**src/rtl/wb_sel_arb_pkg.sv**
```systemverilog
// Shared types and the round-robin search used by the writeback select arbiter.
// rr_pick scans from last+1 upward with wrap-around and reports the first requester found.
package wb_sel_arb_pkg;

  localparam int MAX_REQ = 16;
  localparam int SEL_W   = 4;

  typedef logic [SEL_W-1:0] sel_t;

  typedef enum logic {
    IDLE = 1'b0,
    HOLD = 1'b1
  } arb_state_e;

  typedef struct packed {
    logic found;
    sel_t idx;
  } pick_t;

  // The descending scan lets the smallest distance from last win.
  function automatic pick_t rr_pick(input logic [MAX_REQ-1:0] req, input sel_t last,
                                    input int unsigned n);
    pick_t       r;
    int unsigned idx;
    r = '0;
    for (int unsigned k = n; k >= 1; k--) begin
      idx = (32'(last) + k) % n;
      if (req[idx[3:0]]) begin
        r.found = 1'b1;
        r.idx   = idx[3:0];
      end
    end
    return r;
  endfunction

endpackage

```
**src/rtl/wb_sel_arbiter_if.sv**
```systemverilog
// Writeback select handshake: requests in, registered select plus valid/ready and grant pulses out.
// The slave modport is the arbiter side, the master modport the requester/consumer side.
interface wb_sel_arbiter_if #(parameter int N_REQ = 11);
  import wb_sel_arb_pkg::*;

  logic [N_REQ-1:0] req;
  sel_t             sel;
  logic             out_valid;
  logic             out_ready;
  logic [N_REQ-1:0] gnt;
  logic             busy;

  modport master (output req, output out_ready, input sel, input out_valid, input gnt, input busy);
  modport slave  (input req, input out_ready, output sel, output out_valid, output gnt, output busy);

endinterface

```
**src/rtl/wb_sel_arbiter_rr_priority_pick.sv**
```systemverilog
// Combinational round-robin pick: rotate past last, find first set request, map back to an index.
// Zero latency; found is low when no request is present.
module rr_priority_pick
  import wb_sel_arb_pkg::*;
#(
  parameter int N_REQ = 11
) (
  input  logic [N_REQ-1:0] req,
  input  sel_t             last,
  output logic             found,
  output sel_t             winner
);

  logic [MAX_REQ-1:0] req_ext;
  pick_t              pick;

  always_comb begin
    req_ext = MAX_REQ'(req);
    pick    = rr_pick(req_ext, last, N_REQ);
    found   = pick.found;
    winner  = pick.idx;
  end

endmodule

```
**src/rtl/wb_sel_arbiter.sv**
```systemverilog
// Round-robin writeback select arbiter: 1 cycle req->out_valid, back-to-back grants with no bubble.
// Holds sel stable while out_ready is low. WB_SEL_ARB_PERF_CNT_EN adds grant/stall counters.
module wb_sel_arbiter
  import wb_sel_arb_pkg::*;
#(
  parameter int N_REQ = 11
) (
  input  logic               clk,
  input  logic               rst,
  wb_sel_arbiter_if.slave    bus
`ifdef WB_SEL_ARB_PERF_CNT_EN
  ,
  output logic [15:0]        grant_cnt [N_REQ],
  output logic [15:0]        stall_cnt
`endif
);

  arb_state_e       state_q, state_d;
  sel_t             sel_q, sel_d;
  sel_t             last_q, last_d;
  logic [N_REQ-1:0] self_mask;
  logic [N_REQ-1:0] pick_req;
  sel_t             pick_last;
  logic             pick_found;
  sel_t             pick_winner;
  logic             accept;

  assign accept = (state_q == HOLD) && bus.out_ready;

  always_comb begin
    for (int i = 0; i < N_REQ; i++) begin
      self_mask[i] = (sel_q == SEL_W'(i));
    end
  end

  // In HOLD the winner being granted is masked out so the next pick starts past it.
  assign pick_req  = (state_q == HOLD) ? (bus.req & ~self_mask) : bus.req;
  assign pick_last = (state_q == HOLD) ? sel_q : last_q;

  rr_priority_pick #(.N_REQ(N_REQ)) u_pick (
    .req    (pick_req),
    .last   (pick_last),
    .found  (pick_found),
    .winner (pick_winner)
  );

  always_ff @(posedge clk or posedge rst) begin
    if (rst) begin
      state_q <= IDLE;
      sel_q   <= '0;
      last_q  <= SEL_W'(N_REQ - 1);
    end else begin
      state_q <= state_d;
      sel_q   <= sel_d;
      last_q  <= last_d;
    end
  end

  always_comb begin
    state_d = state_q;
    sel_d   = sel_q;
    last_d  = last_q;
    unique case (state_q)
      IDLE: begin
        if (pick_found) begin
          state_d = HOLD;
          sel_d   = pick_winner;
        end
      end
      HOLD: begin
        if (bus.out_ready) begin
          last_d = sel_q;
          if (pick_found) begin
            sel_d = pick_winner;
          end else begin
            state_d = IDLE;
          end
        end
      end
      default: state_d = IDLE;
    endcase
  end

  assign bus.sel       = sel_q;
  assign bus.out_valid = (state_q == HOLD);
  assign bus.busy      = (state_q == HOLD);
  assign bus.gnt       = accept ? self_mask : '0;

`ifdef WB_SEL_ARB_PERF_CNT_EN
  always_ff @(posedge clk or posedge rst) begin
    if (rst) begin
      for (int i = 0; i < N_REQ; i++) begin
        grant_cnt[i] <= '0;
      end
      stall_cnt <= '0;
    end else begin
      for (int i = 0; i < N_REQ; i++) begin
        if (bus.gnt[i] && (grant_cnt[i] != 16'hFFFF)) begin
          grant_cnt[i] <= grant_cnt[i] + 16'd1;
        end
      end
      if ((state_q == HOLD) && !bus.out_ready && (stall_cnt != 16'hFFFF)) begin
        stall_cnt <= stall_cnt + 16'd1;
      end
    end
  end
`endif

endmodule

```
**src/flat_wrapper.sv**
```systemverilog
// flat-port wrapper written by rule: the top's interface ports become plain ports
module wb_sel_arbiter_flat import wb_sel_arb_pkg::*;
#(
  parameter int N_REQ = 11
)
  (clk, rst, bus_req, bus_out_ready, bus_sel, bus_out_valid, bus_gnt, bus_busy);
  wb_sel_arbiter_if #(.N_REQ(N_REQ)) bus_i ();
  input  logic clk;
  input  logic rst;
  input wire logic [$bits(bus_i.req)-1:0] bus_req;
  input wire logic [$bits(bus_i.out_ready)-1:0] bus_out_ready;
  output wire logic [$bits(bus_i.sel)-1:0] bus_sel;
  output wire logic [$bits(bus_i.out_valid)-1:0] bus_out_valid;
  output wire logic [$bits(bus_i.gnt)-1:0] bus_gnt;
  output wire logic [$bits(bus_i.busy)-1:0] bus_busy;
  assign bus_i.req = bus_req;
  assign bus_i.out_ready = bus_out_ready;
  assign bus_sel = bus_i.sel;
  assign bus_out_valid = bus_i.out_valid;
  assign bus_gnt = bus_i.gnt;
  assign bus_busy = bus_i.busy;
  wb_sel_arbiter #(.N_REQ(N_REQ)) u_core (.clk(clk), .rst(rst), .bus(bus_i));
endmodule
```
**config.mk**
```make
export PLATFORM = sky130hd
export DESIGN_NAME = wb_sel_arbiter_flat
export DESIGN_NICKNAME = d
export VERILOG_FILES = /design/src/rtl/wb_sel_arb_pkg.sv /design/src/rtl/wb_sel_arbiter_if.sv /design/src/rtl/wb_sel_arbiter_rr_priority_pick.sv /design/src/rtl/wb_sel_arbiter.sv /design/src/flat_wrapper.sv
export SDC_FILE = /design/constraint.sdc
export NUM_CORES = 1
export LEC_CHECK = 0
export ABC_CLOCK_PERIOD_IN_PS = 13300
export CORE_ASPECT_RATIO = 1.5
export CORE_MARGIN = 2
export CORE_UTILIZATION = 30
export DETAILED_ROUTE_END_ITERATION = 6
export HOLD_SLACK_MARGIN = 0.03
export PLACE_DENSITY = 0.56
export SYNTH_ARGS = -nofsm -noshare
export SYNTH_HDL_FRONTEND = slang
export SYNTH_SLANG_ARGS = --single-unit
export TNS_END_PERCENT = 5
```
**constraint.sdc**
```tcl
create_clock -name clk -period 13.3 [get_ports clk]
set_input_delay 2.66 -clock clk [delete_from_list [all_inputs] [get_ports clk]]
set_output_delay 2.66 -clock clk [all_outputs]
set_load 0.05 [all_outputs]
```
==> impl_metrics.tcl, run 1 <==
set metrics [dict create \
    layout.cells.most_common "nand2_1" \
    worst_pin_slew_ns 1.07 \
    clk_latency_worst_skew_pair_ns 0.23 \
    drt.antenna.violating_nets 0 \
    synthXorXnorAreaFrac 0.0388 \
    grt_setup_unrepaired "no" \
    cts-htree-levels 1 \
    cts.sinks 9 \
    worst-path-max-fanout 7 \
    fmax_mhz 134 \
    initial_core_utilization 0.304 \
    post_cts_resize_count 0 \
    clk_pin_slew_ns 0.04 \
    timing.max_cap.violations 0 \
    synth_ff_type "dfrtp_1" \
    number_of_synthesized_flops_with_an_enable_pin 0 \
    hold_path.class "reg -> reg" \
    ant_diodes 0 \
    r2r_cells 20 \
    post_drt_wl_per_cell_um 24.1 \
    critical_path.reg2reg.endpoint "u_core.bus.sel[0]$_DFFE_PP0P_" \
    finClkSkew_ns 0.00103 \
    antenna_found_initial 0 \
    final-max-slew-violation-count 0 \
    globalRouteOverflowTotal 0 \
    worst-r2r-setup-slack_ns 6.17 \
    worstSetupPathType "in -> out" \
    globalRouteTotalUtil 0.240 \
    placed_cells 1240 \
    floorplan.core_area_um2 22900 \
    avgViaCountPerCell 6.53 \
    post_synth_num_cell_types 112 \
    finalNonFillerCells 1244 \
    cts_inserted_buffers 3 \
    hold_path.startpoint "u_core.last_q[1]$_DFFE_PP1P_" \
    layout.cells.most_common_list "92 x nand2_1, 86 x nor2_1, 76 x a21oi_1" \
    final.min_clock_period_ns 7.44 \
    ys_seq_area_frac 0.0327 \
    die_h_um 191 \
    synth-seq-cells 9 \
    clk_root_buffer_cell "clkbuf_16" \
    hold_slack_ns 0.513 \
    drt-total-wl_um 30000 \
    rows 68 \
    netlist_instances 963 \
    drive_gt1_frac 0.139 \
    final_min_period_over_clock_period 0.559 \
    tns_ns 0 \
    yosys-mux-area-fraction 0.136 \
    timing.final.hold_violations 0 \
    synth_simple_gate_area_share 0.247 \
    first_pass_grt_wire_length_um 45300 \
    postSynthNetCount 1015 \
    die_ar_um2 24500 \
    num_vias 8118 \
    status "finished, final reports clean" \
    grt_start_max_net_pins 54 \
    synth_top_family_by_area "compound AO/OA/AOI/OAI gates" \
    critical_path_required_ns 10.64 \
    timing.final.setup_violations 0 \
    hold_buffers 0 \
    syn_to_final_growth_pct 8.63 \
    ioPinCount 31 \
    gp_routability_congestion 0.978 \
    worstSetupStartpointType "input port" \
    post_synth.cell_area_avg_um2 7.23 \
    cts_buffer_depth 2 \
    async_reset_ff_frac 1.00 \
    end_kind "output port" \
    cts_tree "done" \
    grt_pass1_vias 7698 \
    drt_iter0_drc 681 \
    dr.pass1.iters 6 \
    synth_adder_area_share 0.0683 \
    synthesis.area_um2 6960 \
    final_nets 1017 \
    cp_data_arrival_time_ns 4.78 \
    die_x_um 128 \
    detail_route.drc_violations 0 \
    number_of_buffers_inserted_to_repair_setup_after_cts 0 \
    r2r_start "u_core.bus.busy$_DFF_PP0_" \
    hold-path-endpoint "u_core.last_q[1]$_DFFE_PP1P_" \
    synth_compound_gate_area_share 0.418 \
    timing.slew.headroom 0.282 \
    hpwl_um 23200 \
    yosysWarningCount 0 \
    place.port_buffers 30 \
    worstHoldPathCells 2 \
    layout.core_utilization 0.330 \
]
## cell families (layout without fill, tap and decap cells)
family          count (synthesis)  after routing
compound gates                382            382
simple gates                  337            337
buf+inv                        88             89
mux                            82             82
fa+ha+maj                      38             38
xor+xnor                       27             27
flops                           9              9
## cell usage after synthesis (6+ instances only)
| master | count | share of area |
|---|---|---|
| nand2b_1 | 15 | 0.013 |
| nand4_1 | 8 | 0.0072 |
| mux2i_1 | 48 | 0.069 |
| o31ai_1 | 6 | 0.0065 |
| and2_1 | 13 | 0.012 |
| nand2_1 | 92 | 0.050 |
| nor3_1 | 25 | 0.018 |
| o21a_1 | 17 | 0.018 |
| clkbuf_1 | 21 | 0.011 |
| nand3_1 | 23 | 0.017 |
| or3_1 | 8 | 0.0072 |
| dfrtp_1 | 7 | 0.025 |
| o21ai_1 | 12 | 0.0086 |
| a31oi_1 | 15 | 0.013 |
| a211oi_1 | 19 | 0.020 |
| nor2_1 | 86 | 0.046 |
| a21oi_1 | 76 | 0.055 |
| a221oi_1 | 8 | 0.010 |
| or2_2 | 6 | 0.0054 |
| a311oi_1 | 6 | 0.0075 |
| mux2_2 | 24 | 0.039 |
| buf_2 | 13 | 0.0093 |
| o22ai_1 | 8 | 0.0072 |
| nor2b_1 | 9 | 0.0081 |
| a21oi_2 | 7 | 0.0088 |
| a21o_1 | 11 | 0.012 |
| a211o_1 | 11 | 0.014 |
| and3_1 | 8 | 0.0072 |
| buf_1 | 7 | 0.0038 |
| o21ai_0 | 54 | 0.039 |
| inv_1 | 28 | 0.015 |
| nor4_1 | 10 | 0.0090 |
| o211ai_1 | 22 | 0.024 |
| o211a_1 | 6 | 0.0086 |
| ha_1 | 38 | 0.068 |
| xnor2_1 | 22 | 0.028 |
## area by class of cell
cell class	count	area, um^2
clock buffers	4	78.8
well taps	280	350
fillers	2461	15300
multi-input cells	866	6320
flip-flops and latches	9	228
inverters	37	151
repair buffers	48	435
## critical path, stage by stage
cell and delay [ns]:
clkdlybuf4s50_1 0.57, nand2_1 0.21, or3_1 0.41, nor2_1 0.10
clkdlybuf4s50_1 0.82
## flip-flops by register name, indices dropped and copies added, names as in the netlist
register and count:
u_core.last_q 4, u_core.bus.sel 4, u_core.bus.busy 1
## worst max-delay path by stage
stage / startpoint / endpoint / cells past startpoint
after floorplan: bus_out_ready / bus_gnt[9] / 2
after global placement: bus_out_ready / bus_gnt[5] / 5
after detailed placement: bus_out_ready / bus_gnt[5] / 5
final: bus_out_ready / bus_gnt[1] / 5
after global routing: bus_out_ready / bus_gnt[5] / 5
after CTS: bus_out_ready / bus_gnt[5] / 5
## metal layers
metal / part of all wire / up-vias / global-route usage
met5: 0 / - / 0
li1: - / 3769 / -
met4: 0.087 / 0 / 0.188
met2: 0.49 / 358 / 0.413
met3: 0.057 / 126 / 0.0278
met1: 0.36 / 3865 / 0.263
## metrics by stage
stage	area [um^2]	worst slack, ns
3_5_place_dp	7480	5.85
5_1_grt	7560	5.76
2_1_floorplan	6960	6.18
4_1_cts	7560	5.85
3_3_place_gp	7480	5.85
6_report	7560	5.86
Power of run 1 is left out: the tool's default activity adds up to more than one toggle a clock period on the data nets, which glitch-free logic cannot reach.
==> run 2, diff against run 1 <==
ABC_CLOCK_PERIOD_IN_PS = 7300   (was 13300)
clock period = 7.3 ns   (was 13.3 ns; I/O delays follow)
==> run 2 against run 1 <==
Net effect:
- cell area is 0.56% higher
- worst setup slack worse by 5.5 ns
- via count is 0.59% higher
- core utilization is 0.19 points higher
- count of clock-buffer cells in the layout stayed put
- register-to-register slack worse by 5.8 ns
- non-clock buffer count is 5 higher
- sequential share of layout area hardly changed
- largest cell class unchanged
==> impl_metrics.tcl, run 2 (synthesis results as in run 1) <==
set metrics [dict create \
    status "finished, final reports clean" \
    timing.max_cap.violations 0 \
    timing.final.setup_violations 0 \
    syn_to_final_growth_pct 9.24 \
    floorplan.core_area_um2 22900 \
    end_kind "flop" \
    grt_setup_unrepaired "no" \
    layout.cells.most_common "nand2_1" \
    num_vias 8166 \
    post_cts_resize_count 0 \
    cts_tree "done" \
    drt-total-wl_um 31800 \
    initial_core_utilization 0.304 \
    worstSetupStartpointType "flop" \
    globalRouteOverflowTotal 0 \
    dr.pass1.iters 7 \
    hpwl_um 24800 \
    final-max-slew-violation-count 0 \
    timing.slew.headroom 0.198 \
    grt_pass1_vias 7568 \
    globalRouteTotalUtil 0.253 \
    drt.antenna.violating_nets 0 \
    detail_route.drc_violations 0 \
    timing.final.hold_violations 0 \
    worst_pin_slew_ns 1.19 \
    finClkSkew_ns 0.00206 \
    worstSetupPathType "reg -> reg" \
    final_nets 1022 \
    clk_latency_worst_skew_pair_ns 0.24 \
    clk_pin_slew_ns 0.04 \
    rows 68 \
    cts_inserted_buffers 3 \
    hold_buffers 0 \
    post_drt_wl_per_cell_um 25.4 \
    r2r_start "u_core.bus.busy$_DFF_PP0_" \
    die_h_um 191 \
    drive_gt1_frac 0.144 \
    clk_root_buffer_cell "clkbuf_16" \
    die_x_um 128 \
    die_ar_um2 24500 \
    gp_routability_congestion 1.01 \
    layout.cells.most_common_list "92 x nand2_1, 86 x nor2_1, 76 x a21oi_1" \
    hold_path.startpoint "u_core.last_q[1]$_DFFE_PP1P_" \
    final_min_period_over_clock_period 0.948 \
    place.port_buffers 30 \
    worst-path-max-fanout 18 \
    final.min_clock_period_ns 6.92 \
    hold_path.class "reg -> reg" \
    tns_ns 0 \
    number_of_buffers_inserted_to_repair_setup_after_cts 0 \
    cp_data_arrival_time_ns 7.04 \
    first_pass_grt_wire_length_um 47000 \
    avgViaCountPerCell 6.54 \
    ioPinCount 31 \
    cts_buffer_depth 2 \
    antenna_found_initial 0 \
    cts-htree-levels 1 \
    origin_of_the_worst_setup_path "u_core.bus.busy$_DFF_PP0_" \
    critical_path_required_ns 7.41 \
    grt_start_max_net_pins 43 \
    layout.core_utilization 0.332 \
    fmax_mhz 144 \
    cts.sinks 9 \
    ant_diodes 0 \
    drt_iter0_drc 635 \
]
## run 2: worst paths after layout
check	end	slack, ns	cells past startpoint
min in group asynchronous	u_core.bus.busy$_DFF_PP0_	1.50	2
hold reg to reg	u_core.last_q[1]$_DFFE_PP1P_	0.48	2
hold / removal	u_core.last_q[1]$_DFFE_PP1P_	0.48	2
setup / recovery	u_core.bus.sel[1]$_DFFE_PP0P_	0.38	20
max in group asynchronous	u_core.last_q[1]$_DFFE_PP1P_	5.50	2
setup reg to reg	u_core.bus.sel[1]$_DFFE_PP0P_	0.38	20
## run 2: area by class of cell
| class | instances | area (um^2) |
|---|---|---|
| Timing Repair Buffer | 53 | 473 |
| Fill cell | 2460 | 15300 |
| Inverter | 37 | 151 |
| Multi-Input combinational cell | 866 | 6320 |
| Tap cell | 280 | 350 |
| Clock buffer | 4 | 78.8 |
| Sequential cell | 9 | 228 |
## run 2: metrics by stage
stage          hold WS [ns]  cell area [um^2]  setup slack, ns  cells
6_report              0.483              7600            0.377   1249
5_1_grt               0.493              7600            0.155   1249
4_1_cts               0.485              7600            0.650   1249
3_5_place_dp          0.479              7530            0.699   1245
3_3_place_gp          0.480              7530            0.723   1245
2_1_floorplan         0.453              6960            0.633    963
## run 2: routing by layer
metal | vias up | routed length (um) | GRT usage
met4 | 0 | 2530 | 0.167
met5 | - | 0 | 0
li1 | 3785 | - | -
met1 | 3919 | 12000 | 0.290
met2 | 353 | 15600 | 0.447
met3 | 109 | 1700 | 0.0171
## run 2: critical path, cell delays in order, from the launching register on
cell and delay [ns]:
dfrtp_1 0.64, mux2i_2 0.59, inv_2 0.32, ha_1 0.44, nand2_1 0.22, mux2_4 0.36, nor2_1 0.09, buf_4 0.17
nand2_1 0.06, ha_1 0.26, nand2b_1 0.17, o41ai_2 0.08, a21oi_1 0.56, o21ai_2 0.24, xnor2_1 0.60, nor4_1 0.20
nor4_1 0.89, nor2b_4 0.18, a31oi_1 0.22, o41a_1 0.40, o21ai_2 0.07
Power of run 2 is left out for the same reason.
==> run 3, diff against run 2 <==
CORE_UTILIZATION = 45   (was 30)
PLACE_DENSITY = 0.73   (was 0.56)
==> run 3 against run 2 <==
Net effect:
- flip-flop and latch count stayed put
- fmax up 4.6%
- clock skew shrank 0.0013 ns
- die area decreased by 33%
- non-clock buffer count decreased by 5
- via count grew 1.9%
- critical path type unchanged
- critical endpoint is now u_core.bus.sel[0]$_DFFE_PP0P_
==> impl_metrics.tcl, run 3 (synthesis results as in run 1) <==
set metrics [dict create \
    status "finished, final reports clean" \
    dp_worst_setup_slack_ns 0.963 \
    finClkSkew_ns 0.000770 \
    critical_path_required_ns 7.41 \
    grt_setup_unrepaired "no" \
    grt_start_max_net_pins 53 \
    r2r_cells 19 \
    layout.cells.most_common "nand2_1" \
    clk_latency_worst_skew_pair_ns 0.24 \
    avgViaCountPerCell 7.16 \
    fin_ws_ns 0.679 \
    final.min_clock_period_ns 6.62 \
    num_vias 8323 \
    hold_buffers 0 \
    end_kind "flop" \
    worst-path-max-fanout 21 \
    ioPinCount 31 \
    drt.antenna.violating_nets 0 \
    cts_inserted_buffers 3 \
    origin_of_the_worst_setup_path "u_core.bus.busy$_DFF_PP0_" \
    worstSetupStartpointType "flop" \
    final_nets 1017 \
    die_x_um 106 \
    cts_buffer_depth 2 \
    fmax_mhz 151 \
    timing.slew.headroom 0.0629 \
    post_drt_wl_per_cell_um 24.0 \
    place.port_buffers 30 \
    layout.core_utilization 0.493 \
    clk_root_buffer_cell "clkbuf_16" \
    layout.cells.most_common_list "92 x nand2_1, 86 x nor2_1, 76 x a21oi_1" \
    grt_pass1_vias 7592 \
    globalRouteOverflowTotal 0 \
    worstSetupPathType "reg -> reg" \
    drt_iter0_drc 962 \
    gp_routability_congestion 1.10 \
    hpwl_um 21500 \
    hold_path.startpoint "u_core.last_q[1]$_DFFE_PP1P_" \
    tns_ns 0 \
    cts-htree-levels 1 \
    worst_pin_slew_ns 1.39 \
    timing.final.setup_violations 0 \
    post_cts_resize_count 0 \
    cts.sinks 9 \
    r2r_start "u_core.bus.busy$_DFF_PP0_" \
    timing.final.hold_violations 0 \
    hold_path.class "reg -> reg" \
    cts_tree "done" \
    timing.max_cap.violations 0 \
    drt-total-wl_um 28000 \
    die_h_um 156 \
    number_of_buffers_inserted_to_repair_setup_after_cts 0 \
    first_pass_grt_wire_length_um 42600 \
    hold_slack_ns 0.485 \
    die_ar_um2 16500 \
    globalRouteTotalUtil 0.328 \
    final_min_period_over_clock_period 0.907 \
    final-max-slew-violation-count 0 \
    dr.pass1.iters 6 \
    detail_route.drc_violations 0 \
    syn_to_final_growth_pct 7.24 \
    rows 55 \
    antenna_found_initial 0 \
    drive_gt1_frac 0.140 \
    floorplan.core_area_um2 15100 \
    ant_diodes 0 \
    worstHoldPathCells 2 \
    clk_pin_slew_ns 0.04 \
    cp_data_arrival_time_ns 6.74 \
    initial_core_utilization 0.460 \
]
==> run 3: cell count changes in the layout (fill, tap and decap cells not counted) <==
| cell | delta |
|---|---|
| buf_4 | -5 |
==> run 3: worst max-delay path: stages (launching register included) <==
cell and delay [ns]:
dfrtp_1 0.65, buf_4 0.30, mux2i_4 0.30, inv_4 0.16, ha_1 0.47, inv_1 0.39
and2_1 0.51, a41oi_1 0.11, xnor2_1 0.50, ha_1 0.36, nor3_1 0.10, a221oi_1 0.45
nor2_1 0.20, o32ai_1 0.53, o21ai_2 0.19, nor4bb_1 0.52, and3_1 0.29, o21bai_4 0.20
nor2b_1 0.20, a21oi_2 0.04
==> run 3: metal layers <==
layer / part of all wire / global-route usage
met3: 0.072 / 0.0337
met5: 0 / 0
met1: 0.36 / 0.370
met2: 0.46 / 0.551
met4: 0.11 / 0.281
==> run 3: cell type report <==
class,instances,area [um^2]
tap,199,249
multi-input combinational,866,6320
sequential,9,228
fill,1523,7670
inverter,37,151
clock buffer,4,78.8
timing repair buffer,48,435
==> run 3: worst paths after layout <==
path,slack (ns),to
max in group asynchronous,5.49,u_core.last_q[1]$_DFFE_PP1P_
hold / removal,0.49,u_core.last_q[1]$_DFFE_PP1P_
setup reg to reg,0.68,u_core.bus.sel[0]$_DFFE_PP0P_
hold reg to reg,0.49,u_core.last_q[1]$_DFFE_PP1P_
min in group asynchronous,1.50,u_core.last_q[0]$_DFFE_PP0P_
setup / recovery,0.68,u_core.bus.sel[0]$_DFFE_PP0P_
==> run 3: stage by stage <==
step / area, um^2 / cells
after floorplan: 6960 / 963
after global placement: 7390 / 1159
after detailed placement: 7390 / 1159
after CTS: 7470 / 1163
after global routing: 7470 / 1163
final: 7470 / 1163
Power of run 3 is left out for the same reason.
